File: config.mk
export PLATFORM = sky130hd
export DESIGN_NAME = pipe_stage_skid
export DESIGN_NICKNAME = d
export VERILOG_FILES = /design/src/rtl/pipe_pkg.sv /design/src/rtl/pipe_stage_skid_sat_counter.sv /design/src/rtl/pipe_stage_skid.sv
export SDC_FILE = /design/constraint.sdc
export NUM_CORES = 1
export LEC_CHECK = 0
export BUFFER_PORTS_ARGS = -buffer_cell sky130_fd_sc_hd__clkbuf_2
export CELL_PAD_IN_SITES_DETAIL_PLACEMENT = 1
export CELL_PAD_IN_SITES_GLOBAL_PLACEMENT = 2
export CORE_MARGIN = 4
export CORE_UTILIZATION = 31
export CTS_CLUSTER_SIZE = 30
export DETAILED_ROUTE_END_ITERATION = 8
export PLACE_DENSITY = 0.87
export SYNTH_ARGS = -nofsm -noshare
export SYNTH_HDL_FRONTEND = slang
export SYNTH_SLANG_ARGS = --single-unit
File: constraint.sdc
create_clock -name i_clk -period 2.14 [get_ports i_clk]
set_input_delay 0.214 -clock i_clk [delete_from_list [all_inputs] [get_ports i_clk]]
set_output_delay 0.214 -clock i_clk [all_outputs]
set_load 0.01 [all_outputs]
File: src/rtl/pipe_pkg.sv
// Shared pipeline definitions: payload layout, control bubble value and
// skid-stage occupancy encodings.
package pipe_pkg;

    localparam int unsigned NB_REG     = 32;
    localparam int unsigned NB_ADDR    = 5;
    localparam int unsigned NB_CTRL    = 9;
    localparam int unsigned NB_PAYLOAD = 3 * NB_REG + NB_ADDR;

    // Payload layout, LSB first: reg address, write data, ALU result, PC+8.
    localparam int unsigned OFF_ADDR  = 0;
    localparam int unsigned OFF_WDATA = OFF_ADDR + NB_ADDR;
    localparam int unsigned OFF_ALU   = OFF_WDATA + NB_REG;
    localparam int unsigned OFF_PC8   = OFF_ALU + NB_REG;

    localparam logic [NB_CTRL-1:0] CTRL_BUBBLE = '0;

    typedef enum logic [1:0] {
        OccEmpty = 2'd0,
        OccOne   = 2'd1,
        OccFull  = 2'd2
    } occ_e;

    function automatic logic [NB_PAYLOAD-1:0] pack_payload(
        input logic [NB_REG-1:0]  pc8,
        input logic [NB_REG-1:0]  alu,
        input logic [NB_REG-1:0]  wdata,
        input logic [NB_ADDR-1:0] addr
    );
        logic [NB_PAYLOAD-1:0] p;
        p = '0;
        p[OFF_PC8   +: NB_REG]  = pc8;
        p[OFF_ALU   +: NB_REG]  = alu;
        p[OFF_WDATA +: NB_REG]  = wdata;
        p[OFF_ADDR  +: NB_ADDR] = addr;
        return p;
    endfunction

    function automatic logic [NB_REG-1:0] payload_alu(input logic [NB_PAYLOAD-1:0] p);
        return p[OFF_ALU +: NB_REG];
    endfunction

    function automatic logic [NB_ADDR-1:0] payload_addr(input logic [NB_PAYLOAD-1:0] p);
        return p[OFF_ADDR +: NB_ADDR];
    endfunction

endpackage

File: src/rtl/pipe_stage_skid_sat_counter.sv
// Saturating up-counter with synchronous clear.
module sat_counter #(
    parameter int unsigned NB_CNT = 16
) (
    input  logic              i_clk,
    input  logic              i_clear,
    input  logic              i_en,
    output logic [NB_CNT-1:0] o_count
);

    logic [NB_CNT-1:0] count_q;

    always_ff @(posedge i_clk) begin
        if (i_clear) begin
            count_q <= '0;
        end else if (i_en && (count_q != '1)) begin
            count_q <= count_q + NB_CNT'(1);
        end
    end

    assign o_count = count_q;

endmodule

File: src/rtl/pipe_stage_skid.sv
// Inter-stage pipeline register with valid/ready handshake, optional 2-entry
// skid buffer, flush, debug freeze and a saturating stall counter.
module pipe_stage_skid #(
    parameter int unsigned        NB_DATA     = 101,
    parameter int unsigned        NB_CTRL     = 9,
    parameter logic [NB_CTRL-1:0] CTRL_BUBBLE = NB_CTRL'(pipe_pkg::CTRL_BUBBLE),
    parameter int unsigned        SKID        = 1,
    parameter int unsigned        NB_CNT      = 16
) (
    input  logic               i_clk,
    input  logic               i_reset,
    input  logic               i_dunit_clk_en,
    input  logic               i_flush,
    input  logic               i_valid,
    output logic               o_ready,
    input  logic [NB_DATA-1:0] i_data,
    input  logic [NB_CTRL-1:0] i_ctrl,
    output logic               o_valid,
    input  logic               i_ready,
    output logic [NB_DATA-1:0] o_data,
    output logic [NB_CTRL-1:0] o_ctrl,
    output logic [1:0]         o_occupancy,
    output logic [NB_CNT-1:0]  o_stall_cnt
);
    import pipe_pkg::*;

    logic               main_valid_q, main_valid_d;
    logic [NB_DATA-1:0] main_data_q, main_data_d;
    logic [NB_CTRL-1:0] main_ctrl_q, main_ctrl_d;
    logic               skid_valid_q, skid_valid_d;
    logic [NB_DATA-1:0] skid_data_q, skid_data_d;
    logic [NB_CTRL-1:0] skid_ctrl_q, skid_ctrl_d;

    occ_e occ;
    logic ready_int;
    logic push;
    logic pop;

    always_comb begin
        occ = OccEmpty;
        if (skid_valid_q) begin
            occ = OccFull;
        end else if (main_valid_q) begin
            occ = OccOne;
        end
    end

    // With the skid buffer, ready depends only on a flop, breaking the i_ready path.
    assign ready_int = (SKID != 0) ? ~skid_valid_q : (~main_valid_q | i_ready);

    assign o_ready     = i_dunit_clk_en & ready_int;
    assign o_valid     = i_dunit_clk_en & main_valid_q;
    assign push        = i_valid & o_ready;
    assign pop         = o_valid & i_ready;
    assign o_data      = main_data_q;
    assign o_ctrl      = o_valid ? main_ctrl_q : CTRL_BUBBLE;
    assign o_occupancy = occ;

    always_comb begin
        main_valid_d = main_valid_q;
        main_data_d  = main_data_q;
        main_ctrl_d  = main_ctrl_q;
        skid_valid_d = skid_valid_q;
        skid_data_d  = skid_data_q;
        skid_ctrl_d  = skid_ctrl_q;
        if (i_dunit_clk_en) begin
            if (i_flush) begin
                main_valid_d = 1'b0;
                skid_valid_d = 1'b0;
            end else begin
                unique case (occ)
                    OccEmpty: begin
                        if (push) begin
                            main_valid_d = 1'b1;
                            main_data_d  = i_data;
                            main_ctrl_d  = i_ctrl;
                        end
                    end
                    OccOne: begin
                        if (push && pop) begin
                            main_data_d = i_data;
                            main_ctrl_d = i_ctrl;
                        end else if (push && (SKID != 0)) begin
                            skid_valid_d = 1'b1;
                            skid_data_d  = i_data;
                            skid_ctrl_d  = i_ctrl;
                        end else if (pop) begin
                            main_valid_d = 1'b0;
                        end
                    end
                    OccFull: begin
                        if (pop) begin
                            main_data_d  = skid_data_q;
                            main_ctrl_d  = skid_ctrl_q;
                            skid_valid_d = 1'b0;
                        end
                    end
                    default: ;
                endcase
            end
        end
    end

    always_ff @(posedge i_clk) begin
        if (i_reset) begin
            main_valid_q <= 1'b0;
            main_data_q  <= '0;
            main_ctrl_q  <= CTRL_BUBBLE;
            skid_valid_q <= 1'b0;
            skid_data_q  <= '0;
            skid_ctrl_q  <= CTRL_BUBBLE;
        end else begin
            main_valid_q <= main_valid_d;
            main_data_q  <= main_data_d;
            main_ctrl_q  <= main_ctrl_d;
            skid_valid_q <= skid_valid_d;
            skid_data_q  <= skid_data_d;
            skid_ctrl_q  <= skid_ctrl_d;
        end
    end

    sat_counter #(
        .NB_CNT (NB_CNT)
    ) u_stall_cnt (
        .i_clk   (i_clk),
        .i_clear (i_reset),
        .i_en    (o_valid & ~i_ready),
        .o_count (o_stall_cnt)
    );

endmodule

Word-level counts from Yosys, hierarchy flattened
Cells that the tools add are included.
W data, S select, Z words.

storage, ports and cells
  flip-flop bits (word level) = 238
  input port bits = 116
  output and inout port bits = 130
  logic and storage cells = 59

operators by class
  add/sub/neg operators = 1
  equal/unequal tests = 12
  muxes and demuxes = 20
  bitwise logic cells = 9
  reductions and logical operators = 10

operator list
  operator                 count
  $mux W101                3
  $pmux W101 S3            1
  $mux W9                  4
  $pmux W9 S3              1
  $ne A3 B3 Y1 const B     6
  $add A16 B1 Y16 const B  1
  $ne A16 B16 Y1 const B   1
  $reduce_and A6 Y1        2
  $reduce_and A5 Y1        2
  $reduce_bool A3 Y1       3
  $mux W1                  8
  $ne A2 B2 Y1 const B     3
  $and A1 B1 Y1            5
  $not A1 Y1               4
  $pmux W1 S2              2
  $eq A2 B1 Y1 const B     1
  $eq A2 B2 Y1 const B     1
  $logic_and A1 B1 Y1      2
  $logic_not A2 Y1         1
  $mux W2                  1

Depth between registers and ports, before layout
Gate-level depths: netlist of run 1.

  word-level depth = 7
  mapped depth = 7
  gate-level depth less buffers = 5

By module
From an unflattened synthesis of run 1, not the netlist that was laid out.

unflattened totals
  cells, all modules = 1135
  area, all modules = 11980.2 um^2

by module, submodules not included
  module           times used  cells an instance  area an instance (um^2)  sequential area each (um^2)
  pipe_stage_skid  1           1036               11131.9                  4444.3
  sat_counter      1           99                 848.3                    320.3

Worst setup path before layout of run 1
OpenSTA, ideal clock, no wires.

  path kind = register to register
  start = register u_stall_cnt.count_q[5] (netlist: u_stall_cnt.o_count[5])
  end = register u_stall_cnt.count_q[15] (netlist: u_stall_cnt.o_count[15])
  setup time = 0.070 ns
  arrival = 1.774 ns
  required time = 2.070 ns
  setup slack = 0.296 ns
  cell stages (with the launch flop) = 5
  path buffers = 0
  period minus slack after synthesis = 1.844 ns
  cell sequence = dfxtp_1 > nand4_2 > or4_4 > or4_1 > a21oi_1

between the ends
  cells in the longest elaborated chain, start to end = 2
  elaborated cells on any way between the ends = 3
  those cells by class = add/sub: 1; eq/ne: 1; reduce/logical: 1

ends and longest elaborated chain
  element                                                                  line                               RTL
  from (decl)                                                              pipe_stage_skid_sat_counter.sv:11  logic [NB_CNT-1:0] count_q;
  from (signal assigned)                                                   pipe_stage_skid_sat_counter.sv:17  count_q <= count_q + NB_CNT'(1);
  parallel branches: the longest is 2 deep, another holds $add A16 B1 Y16  --

Several ways; the timed one is not identified.
A chain may end at the register's enable or synchronous reset.

Worst setup path after layout of run 1
Same ends and word-level chain as after synthesis.

==> results of run 1 <==
-- through the flow --
step / utilization, % / cells / hold slack (ns) / setup WS, ns
2_1_floorplan: - / 1093 / 0.350 / 0.296
3_3_place_gp: 37.5 / 1662 / 0.441 / 0.261
3_5_place_dp: 37.5 / 1662 / 0.447 / 0.199
4_1_cts: 44.2 / 1822 / 0.0375 / 0.163
5_1_grt: 44.2 / 1823 / 0.0579 / 0.0782
6_report: 44.2 / 1823 / 0.0710 / 0.202
-- cell usage after synthesis, drive strengths merged --
library cell  instances
a211oi              110
a21oi               124
a22oi                 1
a2bb2oi               1
and2                  2
and3                 11
and3b                 1
and4                  1
and4b                 1
buf                  30
clkbuf               64
dfxtp               238
ha                    1
inv                   2
mux2                  1
mux2i               111
nand2               224
nand3                 7
nand3b                2
nand4                 5
nor2                116
nor2b                 4
nor3                  2
nor3b                 1
nor4                  3
nor4bb                1
o2111ai               1
o21ai                 6
o31ai                 8
or3                   4
or4                   9
xor2                  1
-- flip-flops by register name, indices dropped and copies added, names as in the netlist --
register	cells
skid_data_q	101
skid_ctrl_q	9
main_valid_q	1
o_data	101
skid_valid_q	1
u_stall_cnt.o_count	16
main_ctrl_q	9
-- area by class of cell --
| cell class | count | area [um^2] |
|---|---|---|
| fill | 3553 | 16700 |
| sequential | 238 | 4770 |
| multi-input combinational | 759 | 4380 |
| timing repair buffer | 383 | 2690 |
| clock buffer | 41 | 841 |
| tap | 390 | 488 |
| clock inverter | 9 | 72.6 |
| inverter | 2 | 7.51 |
| antenna | 1 | 2.50 |
-- power by group through the flow --
| stage | clock, W | sequential (W) | combinational, W |
|---|---|---|---|
| 2_1_floorplan | 0 | 0.00475 | 0.000328 |
| 3_3_place_gp | 0 | 0.00471 | 0.000726 |
| 3_5_place_dp | 0 | 0.00471 | 0.000744 |
| 4_1_cts | 0.00483 | 0.00461 | 0.000912 |
| 5_1_grt | 0.00502 | 0.00462 | 0.00100 |
| 6_report | 0.00468 | 0.00461 | 0.000909 |
-- logic make-up after synthesis --
group	synth area share, %
adders and majority gates	0.132
AOI/OAI and AO/OA	16.4
xor gates and xnor gates	0.0921
and+or+nand+nor	17.3
muxes	11.8
buffers and inverters	4.12
DFF	50.1
-- how the worst max path moves through the flow --
stage,startpoint,end,depth (start not counted)
after global routing,main_valid_q,skid_data_q[0],6
after global placement,u_stall_cnt.o_count[5],u_stall_cnt.o_count[15],4
final,u_stall_cnt.o_count[5],u_stall_cnt.o_count[15],4
after floorplan,u_stall_cnt.o_count[5],u_stall_cnt.o_count[15],4
after CTS,skid_valid_q,o_ready,3
after detailed placement,u_stall_cnt.o_count[5],u_stall_cnt.o_count[15],4
-- worst reg2reg max path, delay by kind of cell, from the launching register on --
kind            cells  cell delay [ns]
simple gates        3             1.28
flops               1             0.44
compound gates      1             0.15
-- what timing repair did --
item | CTS | global route
hold endpoints to repair | 133 | 0
resized for setup | 1 | 0
setup endpoints to repair | 3 | 0
hold buffers | 110 | 0
-- per-layer routing --
metal	GRT usage, %	share of wire [%]
met5	0	0.039
met1	20.8	42
met4	5.75	3.2
met3	3.37	4.3
met2	31.8	51
==> metrics.cfg, run 1 <==
[run_status]
outcome=finished, final reports clean

[worst_hold_path]
min_from=i_flush
hp-class=primary input to register
hold_depth=3
holdPathEnd=skid_valid_q

[power]
p_sw_w=0.00240
finalPower_w=0.0102
p_int_w=0.00781
seqPwrFrac_pct=45.2
p_sw_share_pct=23.5
peakVddDrop_mv=0.525
leakage_nw=4.92
pwr-share-clk_pct=45.9
power_density_mw_per_mm2=771
p_comb_share_pct=8.9

[sta]
finalClockSkew_ns=0.00696
hold_viol=0
fin_tns_setup_ns=0
period_share_pct=90.5
rsz0062_at_grt=false
fin_crit_ns=1.94
slew_violations=0
relSlewSlack_pct=55.1
max_freq_mhz=516
final-setup-viol-count=0
worstMarginPinSlew_ns=0.673

[clock_network]
post_cts_buffers=0
clk_pin_slew_worst_paths_ns=0.06
clock_latency_ns=0.53
root_buffer=clkbuf_16
cts.sinks=238
cts_buffers=28
clock_path_buffers=3
cts_tree=yes
htreeDepth=1

[critical_path]
reg2reg_from=u_stall_cnt.o_count[5]
crit_arrival_ns=2.40
r2r_cells=4
ff2ff_setup_slack_ns=0.20
cp_cell_sequence=nand4_2 > or4_4 > or4_1 > a21oi_1
r2r_end=u_stall_cnt.o_count[15]
max_stage_delay_ns=0.58
end_kind=register
worstSetupPathType=register to register
critPathBufInv=0
slowest_stage=or4_4
cp_top_family=simple AND/OR/NAND/NOR gates
crit_fanout=7
start_kind=register
required_ns=2.60

[die]
core_mm2=0.0300
rows=63
ios=246
start_util_pct=31.7
die_w_um=183
die_h_um=183
dieArea_mm2=0.0335

[place]
dp_hpwl_mm=19.0
io_buffer_count=245
place_area_mm2=0.0112
globalplace.congestion=0.767

[synth]
synthCells=1093
netlist_top_cells_area=dfxtp_1 (50%), mux2i_1 (12%), nand2_1 (8.8%)
yosysTopAreaCell=dfxtp_1
ys_seq_area_share_pct=50.1
synth_area_mm2=0.00951
netlist.area_leader.share_pct=50.1
synth_cell_type_count=37
yosys_warnings=0
synth_nets=1210
postSynthAreaPerCell_um2=8.70
ys_ff_latch=238

[cells_and_area]
syn_to_final_growth_pct=39.3
most-common-layout-cells=clkbuf_2 (244), dfxtp_1 (237), nand2_1 (223), a21oi_1 (124), nor2_1 (116)
final_area_mm2=0.0132
nets=1529
final_common_cell=clkbuf_2
drive_gt1_share_pct=22.8

[routing]
vias=9040
dr.pass1.iters=4
wl_per_cell_um=16.7
via_per_inst=4.96
drt_iter0_drc=288
finalWirelength_mm=30.5
drcViolationCount=0
antenna_left=0

[global_route]
track_usage_pct=17.5
grt_pass1_vias=9475
grt_pass1_wl_mm=49.3
grt-ovfl-total=0
grt_max_degree=111
antenna_found_initial=2

[flow_run]
drv_cap=0

Note: power is estimated with default switching activity, not from simulation.
==> inputs of run 2 (changes only) <==
- CORE_UTILIZATION: 31 -> 35
- SYNTH_HIERARCHICAL: default -> 1
==> run 2 against run 1 <==
First-iteration DRC count rose by 99%; cell area rose by 19%; sequential share of layout area fell by 5.7 points; clock skew rose by 0.00051 ns; global-route usage rose by 2.3 points; wire length rose by 25%; utilization rose by 2.7 points; register-to-register slack got worse by 0.03 ns; die area rose by 11%; largest cell class is now multi-input combinational cells; largest power group unchanged.
==> metrics.cfg, run 2 <==
[cells_and_area]
syn_to_final_growth_pct=31.5
instances_no_fill=1893  ; +3.8%
nets=1539  ; +0.65%
final_common_cell=clkbuf_2
drive_gt1_share_pct=30.1  ; +7.4 points
most-common-layout-cells=clkbuf_2 (243), dfxtp_1 (237), mux2i_1 (221), nand2b_1 (221), dlygate4sd3_1 (111)

[power]
power_density_mw_per_mm2=723  ; -6.2%
leakage_nw=5.51  ; +12%
finalPower_w=0.0114  ; +12%
peakVddDrop_mv=0.555  ; +5.7%

[critical_path]
cp_cell_sequence=mux2_4 > buf_12 > a41oi_1 > a211oi_2
worstSetupPathType=register to register
cp.depth=4  ; unchanged
r2r_cells=4  ; unchanged
cp_top_family=compound AO/OA/AOI/OAI gates
end_kind=register
slowest_stage=dfxtp_1
r2r_end=o_data[36]
reg2reg_from=main_valid_q
crit_fanout=94  ; +87
critPathCapture=o_data[36]
start_kind=register
required_ns=2.59  ; about the same
critPathBufInv=1  ; +1
crit_start=main_valid_q
crit_arrival_ns=2.42  ; +0.02 ns
max_stage_delay_ns=0.46  ; -0.12 ns
ff2ff_setup_slack_ns=0.17  ; -0.03 ns

[sta]
rsz0062_at_grt=false
hold_ws_ns=0.0713  ; +0.000354 ns
worstMarginPinSlew_ns=0.717  ; +0.0435 ns
slew_violations=0  ; unchanged
fin_ws_ns=0.172  ; -0.0300 ns
max_freq_mhz=508  ; -1.5%
period_share_pct=91.9  ; +1.4 points
final-setup-viol-count=0  ; unchanged
finalClockSkew_ns=0.00747  ; +0.000512 ns
fin_crit_ns=1.97  ; +0.0300 ns
hold_viol=0  ; unchanged
relSlewSlack_pct=52.2  ; -2.9 points
fin_tns_setup_ns=0  ; unchanged

[clock_network]
ctsResizeCount=0  ; -1
htreeDepth=1  ; unchanged
root_buffer=clkbuf_16
cts_buffers=29  ; +3.6%
cts.sinks=238  ; unchanged
clk_pin_slew_worst_paths_ns=0.06  ; about the same
clock_latency_ns=0.54  ; about the same
cts_tree=yes
clock_path_buffers=3  ; unchanged

[synth]
synthCells=1135  ; +3.8%
synth_nets=1252  ; +3.5%
netlist.area_leader.share_pct=39.8  ; -10 points
ys_ff_latch=238  ; unchanged
synth_area_mm2=0.0120  ; +26%
async_reset_ff_share_pct=0  ; unchanged
netlist_top_cells_area=dfxtp_1 (40%), mux2i_1 (18%), nand2b_1 (12%)
synth_common_cells=dfxtp_1 (238), mux2i_1 (221), nand2b_1 (221)
synth_edf_count=0  ; unchanged
ys.flop_type=dfxtp_1
yosysTopAreaCell=dfxtp_1
postSynthAreaPerCell_um2=10.6  ; +21%
synth_cell_type_count=46  ; +24%
ys_seq_area_share_pct=39.8  ; -10 points
post-synth-top-count-cell=dfxtp_1
yosys_warnings=6  ; +6

[routing]
via_per_inst=5.46  ; +10%
wl_per_cell_um=20.1  ; +20%
dr_wl_met2_mm=18.8  ; +22%
highest_layer=met4
antenna_left=0  ; unchanged
met1_length_mm=16.3  ; +28%
wl_met3_mm=1.80  ; +36%
dr.pass1.iters=5  ; +1
vias=10300  ; +14%
drcViolationCount=0  ; unchanged
finalWirelength_mm=38.0  ; +25%
drt_iter0_drc=572  ; +99%

[global_route]
grt_pass1_wl_mm=61.1  ; +24%
track_usage_pct=19.8  ; +2.3 points
grt_pass1_vias=10800  ; +14%
antenna_found_initial=1  ; -1
grt_max_degree=111  ; unchanged
grt-ovfl-total=0  ; unchanged

[die]
dieArea_mm2=0.0373  ; +11%
core_mm2=0.0336  ; +12%
rows=67  ; +6.3%
die_w_um=193  ; +5.4%
ios=246  ; unchanged
die_h_um=193  ; +5.4%
start_util_pct=35.6  ; +3.9 points

[place]
post-place-ws_ns=0.215  ; +0.0156 ns
io_buffer_count=245  ; unchanged
dp_hpwl_mm=22.4  ; +18%
dp.cells=1728  ; +4.0%
globalplace.congestion=0.747  ; -2.7%

[flow_run]
drv_cap=0  ; unchanged

[worst_hold_path]
hp-class=primary input to register

[run_status]
outcome=finished, final reports clean

[run 2: cell count changes after synthesis, moves of 100 or more]
cell,previous run,this run
nor2_1,116,9
nand2_1,224,7
nand2b_1,0,221
mux2i_1,111,221
a211oi_2,0,100
a21oi_1,124,12
a211oi_1,110,10
a41oi_1,0,110
[run 2: cells by family after synthesis]
| group | synth area share, % |
|---|---|
| buf+inv | 5.63 |
| fa+ha+maj | 0.104 |
| flops | 39.8 |
| simple gates | 15.1 |
| mux | 18.7 |
| compound gates | 20.6 |
| xor+xnor | 0.146 |
[run 2: worst min-delay path by stage]
stage,startpoint,endpoint,depth (start not counted)
after CTS,i_ready,main_valid_q,3
after floorplan,i_ctrl[0],skid_ctrl_q[0],2
final,i_ready,main_valid_q,3
after detailed placement,skid_data_q[23],skid_data_q[23],2
after global routing,i_ready,main_valid_q,3
after global placement,skid_data_q[60],skid_data_q[60],2
[run 2: cell type report]
cell class	count	area [um^2]
Fill cell	3694	17900
Multi-Input combinational cell	761	6550
Sequential cell	238	4770
Timing Repair Buffer	386	2790
Clock buffer	35	790
Tap cell	448	561
Clock inverter	18	268
Inverter	6	25.0
Antenna cell	1	2.50
[run 2: metal layers]
metal,track usage [%],up-vias
met1,26.3,5203
li1,-,4804
met5,0,-
met3,3.08,71
met4,5.23,0
met2,33.9,254
[run 2: power by group]
| group | total, W | switching, W | internal, W |
|---|---|---|---|
| clock network | 0.00544 | 0.00199 | 0.00345 |
| registers | 0.00462 | 0.0000742 | 0.00455 |
| logic | 0.00133 | 0.000715 | 0.000612 |
| total | 0.0114 | 0.00278 | 0.00862 |
[run 2: tightest hold or removal path, cell delays in order]
cell and delay, ns:
clkbuf_2 0.13, a221o_1 0.15, a21oi_1 0.06
[run 2: metrics by stage]
step	area [um^2]	util [%]
finish	15800	46.9
global route	15800	46.9
CTS	15800	46.9
detailed placement	13600	40.4
global placement	13600	40.4
floorplan	12000	-
[run 2: what timing repair did]
action	in CTS	in global routing
setup buffers	0	0
hold buffers	111	0
endpoints found under the hold margin	116	0
==> inputs of run 3 (changes only) <==
- CORE_UTILIZATION: 35 -> 31
- PLACE_DENSITY: 0.87 -> 0.89
- SYNTH_HIERARCHICAL: 1 -> default
==> run 3 against run 2 <==
Cell area fell by 17%; worst hold slack improved by 0.012 ns; critical path depth rose by 1; via count fell by 12%; global-route usage fell by 2.1 points; die area fell by 10%; count of clock-buffer cells in the layout rose by 4; sequential share of layout area rose by 6.1 points; critical path type unchanged; critical endpoint is now o_data[17]; highest routed layer is now met5.
==> metrics.cfg, run 3 (synthesized netlist as in run 1, its figures left out) <==
[clock_network]
clk_pin_slew_worst_paths_ns=0.06  ; about the same
cts_tree=yes
cts_buffers=27  ; -6.9%
htreeDepth=1  ; unchanged
root_buffer=clkbuf_16
post_cts_buffers=0  ; unchanged
clock_path_buffers=3  ; unchanged
clock_latency_ns=0.53  ; about the same
cts.sinks=238  ; unchanged

[cells_and_area]
most-common-layout-cells=clkbuf_2 (244), dfxtp_1 (237), nand2_1 (223), a21oi_1 (124), nor2_1 (116)
syn_to_final_growth_pct=38.0
postLayoutCoreUtil_pct=43.8  ; -3.1 points
nets=1522  ; -1.1%
final_common_cell=clkbuf_2
drive_gt1_share_pct=22.1  ; -8.0 points
final_area_mm2=0.0131  ; -17%

[die]
dieArea_mm2=0.0335  ; -10%
ios=246  ; unchanged
die_w_um=183  ; -5.1%
rows=63  ; -6.0%
die_h_um=183  ; -5.1%
start_util_pct=31.7  ; -3.9 points
core_mm2=0.0300  ; -11%

[worst_hold_path]
hp-class=primary input to register

[place]
dp_hpwl_mm=18.6  ; -17%
globalplace.congestion=0.791  ; +6.0%
io_buffer_count=245  ; unchanged
place_area_mm2=0.0111  ; -18%

[sta]
hold_viol=0  ; unchanged
relSlewSlack_pct=51.0  ; -1.2 points
finalClockSkew_ns=0.0167  ; +0.00926 ns
fin_crit_ns=2.00  ; +0.0362 ns
rsz0062_at_grt=true
worstMarginPinSlew_ns=0.735  ; +0.0179 ns
period_share_pct=93.6  ; +1.7 points
hold_ws_ns=0.0834  ; +0.0121 ns
slew_violations=0  ; unchanged
final-setup-viol-count=0  ; unchanged
max_freq_mhz=499  ; -1.8%

[critical_path]
crit_arrival_ns=2.42  ; about the same
worstSetupPathType=register to register
end_kind=register
required_ns=2.55  ; -0.04 ns
start_kind=register
crit_fanout=96  ; +2.1%

[routing]
antenna_left=0  ; unchanged
via_per_inst=5.00  ; -8.3%
dr.pass1.iters=6  ; +1
vias=9085  ; -12%
drcViolationCount=0  ; unchanged
wl_per_cell_um=17.4  ; -13%
finalWirelength_mm=31.5  ; -17%
drt_iter0_drc=365  ; -36%

[global_route]
track_usage_pct=17.7  ; -2.1 points
use_met3_pct=2.60  ; -0.48 points
grt_pass1_wl_mm=49.8  ; -19%
grt_use_met2_pct=32.3  ; -1.5 points
grt_pass1_vias=9619  ; -11%
antenna_found_initial=3  ; +2
grt_max_degree=125  ; +13%
grt-ovfl-total=0  ; unchanged
met1_usage_pct=21.5  ; -4.8 points
grt-busiest-layer=met2

[flow_run]
drv_cap=0  ; unchanged

[power]
p_comb_share_pct=8.9  ; -2.7 points
p_int_w=0.00770  ; -11%
leakage_nw=4.85  ; -12%
p_sw_share_pct=23.7  ; -0.69 points
p_sw_w=0.00239  ; -14%
pwr-share-clk_pct=45.3  ; -2.5 points
power_density_mw_per_mm2=769  ; +6.3%
seqPwrFrac_pct=45.7  ; +5.1 points
peakVddDrop_mv=0.478  ; -14%

[run_status]
outcome=finished, final reports clean

run 3: final timing paths:
kind                   startpoint               to  slack, ns  cells past startpoint
setup / recovery     main_valid_q       o_data[17]       0.14                      5
hold / removal            i_flush     skid_valid_q       0.08                      3
setup reg to reg     main_valid_q       o_data[17]       0.14                      5
hold reg to reg   skid_data_q[47]  skid_data_q[47]       0.45                      2
run 3: final cells by class:
class                           count  area (um^2)
Sequential cell                   238         4770
Clock buffer                       39          771
Tap cell                          390          488
Fill cell                        3494        16800
Clock inverter                      9         98.8
Multi-Input combinational cell    759         4380
Antenna cell                        2         5.00
Timing Repair Buffer              377         2610
Inverter                            2         7.51
run 3: metal layers:
layer	share of wire, %	up-vias	wire, um
li1	-	4423	-
met1	42	4413	13300
met2	51	193	16100
met3	3.7	54	1180
met4	3.0	2	933
met5	0.041	-	13
run 3: critical path, stage by stage (launching register included):
cell	delay (ns)
dfxtp_1	0.35
nor2b_1	0.22
nor4_4	0.48
buf_12	0.41
nor2_1	0.10
a211oi_1	0.27
run 3: timing repair:
action / in CTS / in global routing
hold buffers: 111 / 0
resized for setup: 0 / 1
endpoints found under the setup margin: 0 / 4
endpoints found under the hold margin: 126 / 0
run 3: power by group through the flow:
stage / registers, W / clock network [W] / logic [W]
finish: 0.00462 / 0.00457 / 0.000901
global route: 0.00463 / 0.00489 / 0.000994
CTS: 0.00461 / 0.00473 / 0.000895
floorplan: 0.00475 / 0 / 0.000328
detailed placement: 0.00471 / 0 / 0.000724
global placement: 0.00471 / 0 / 0.000703
run 3: metrics by stage:
stage / setup TNS (ns) / setup slack [ns] / cells / total power, W
finish: 0 / 0.136 / 1816 / 0.0101
global route: -0.00942 / -0.00942 / 1816 / 0.0105
CTS: 0 / 0.128 / 1813 / 0.0102
detailed placement: 0 / 0.147 / 1654 / 0.00544
global placement: 0 / 0.260 / 1654 / 0.00541
floorplan: 0 / 0.296 / 1093 / 0.00507
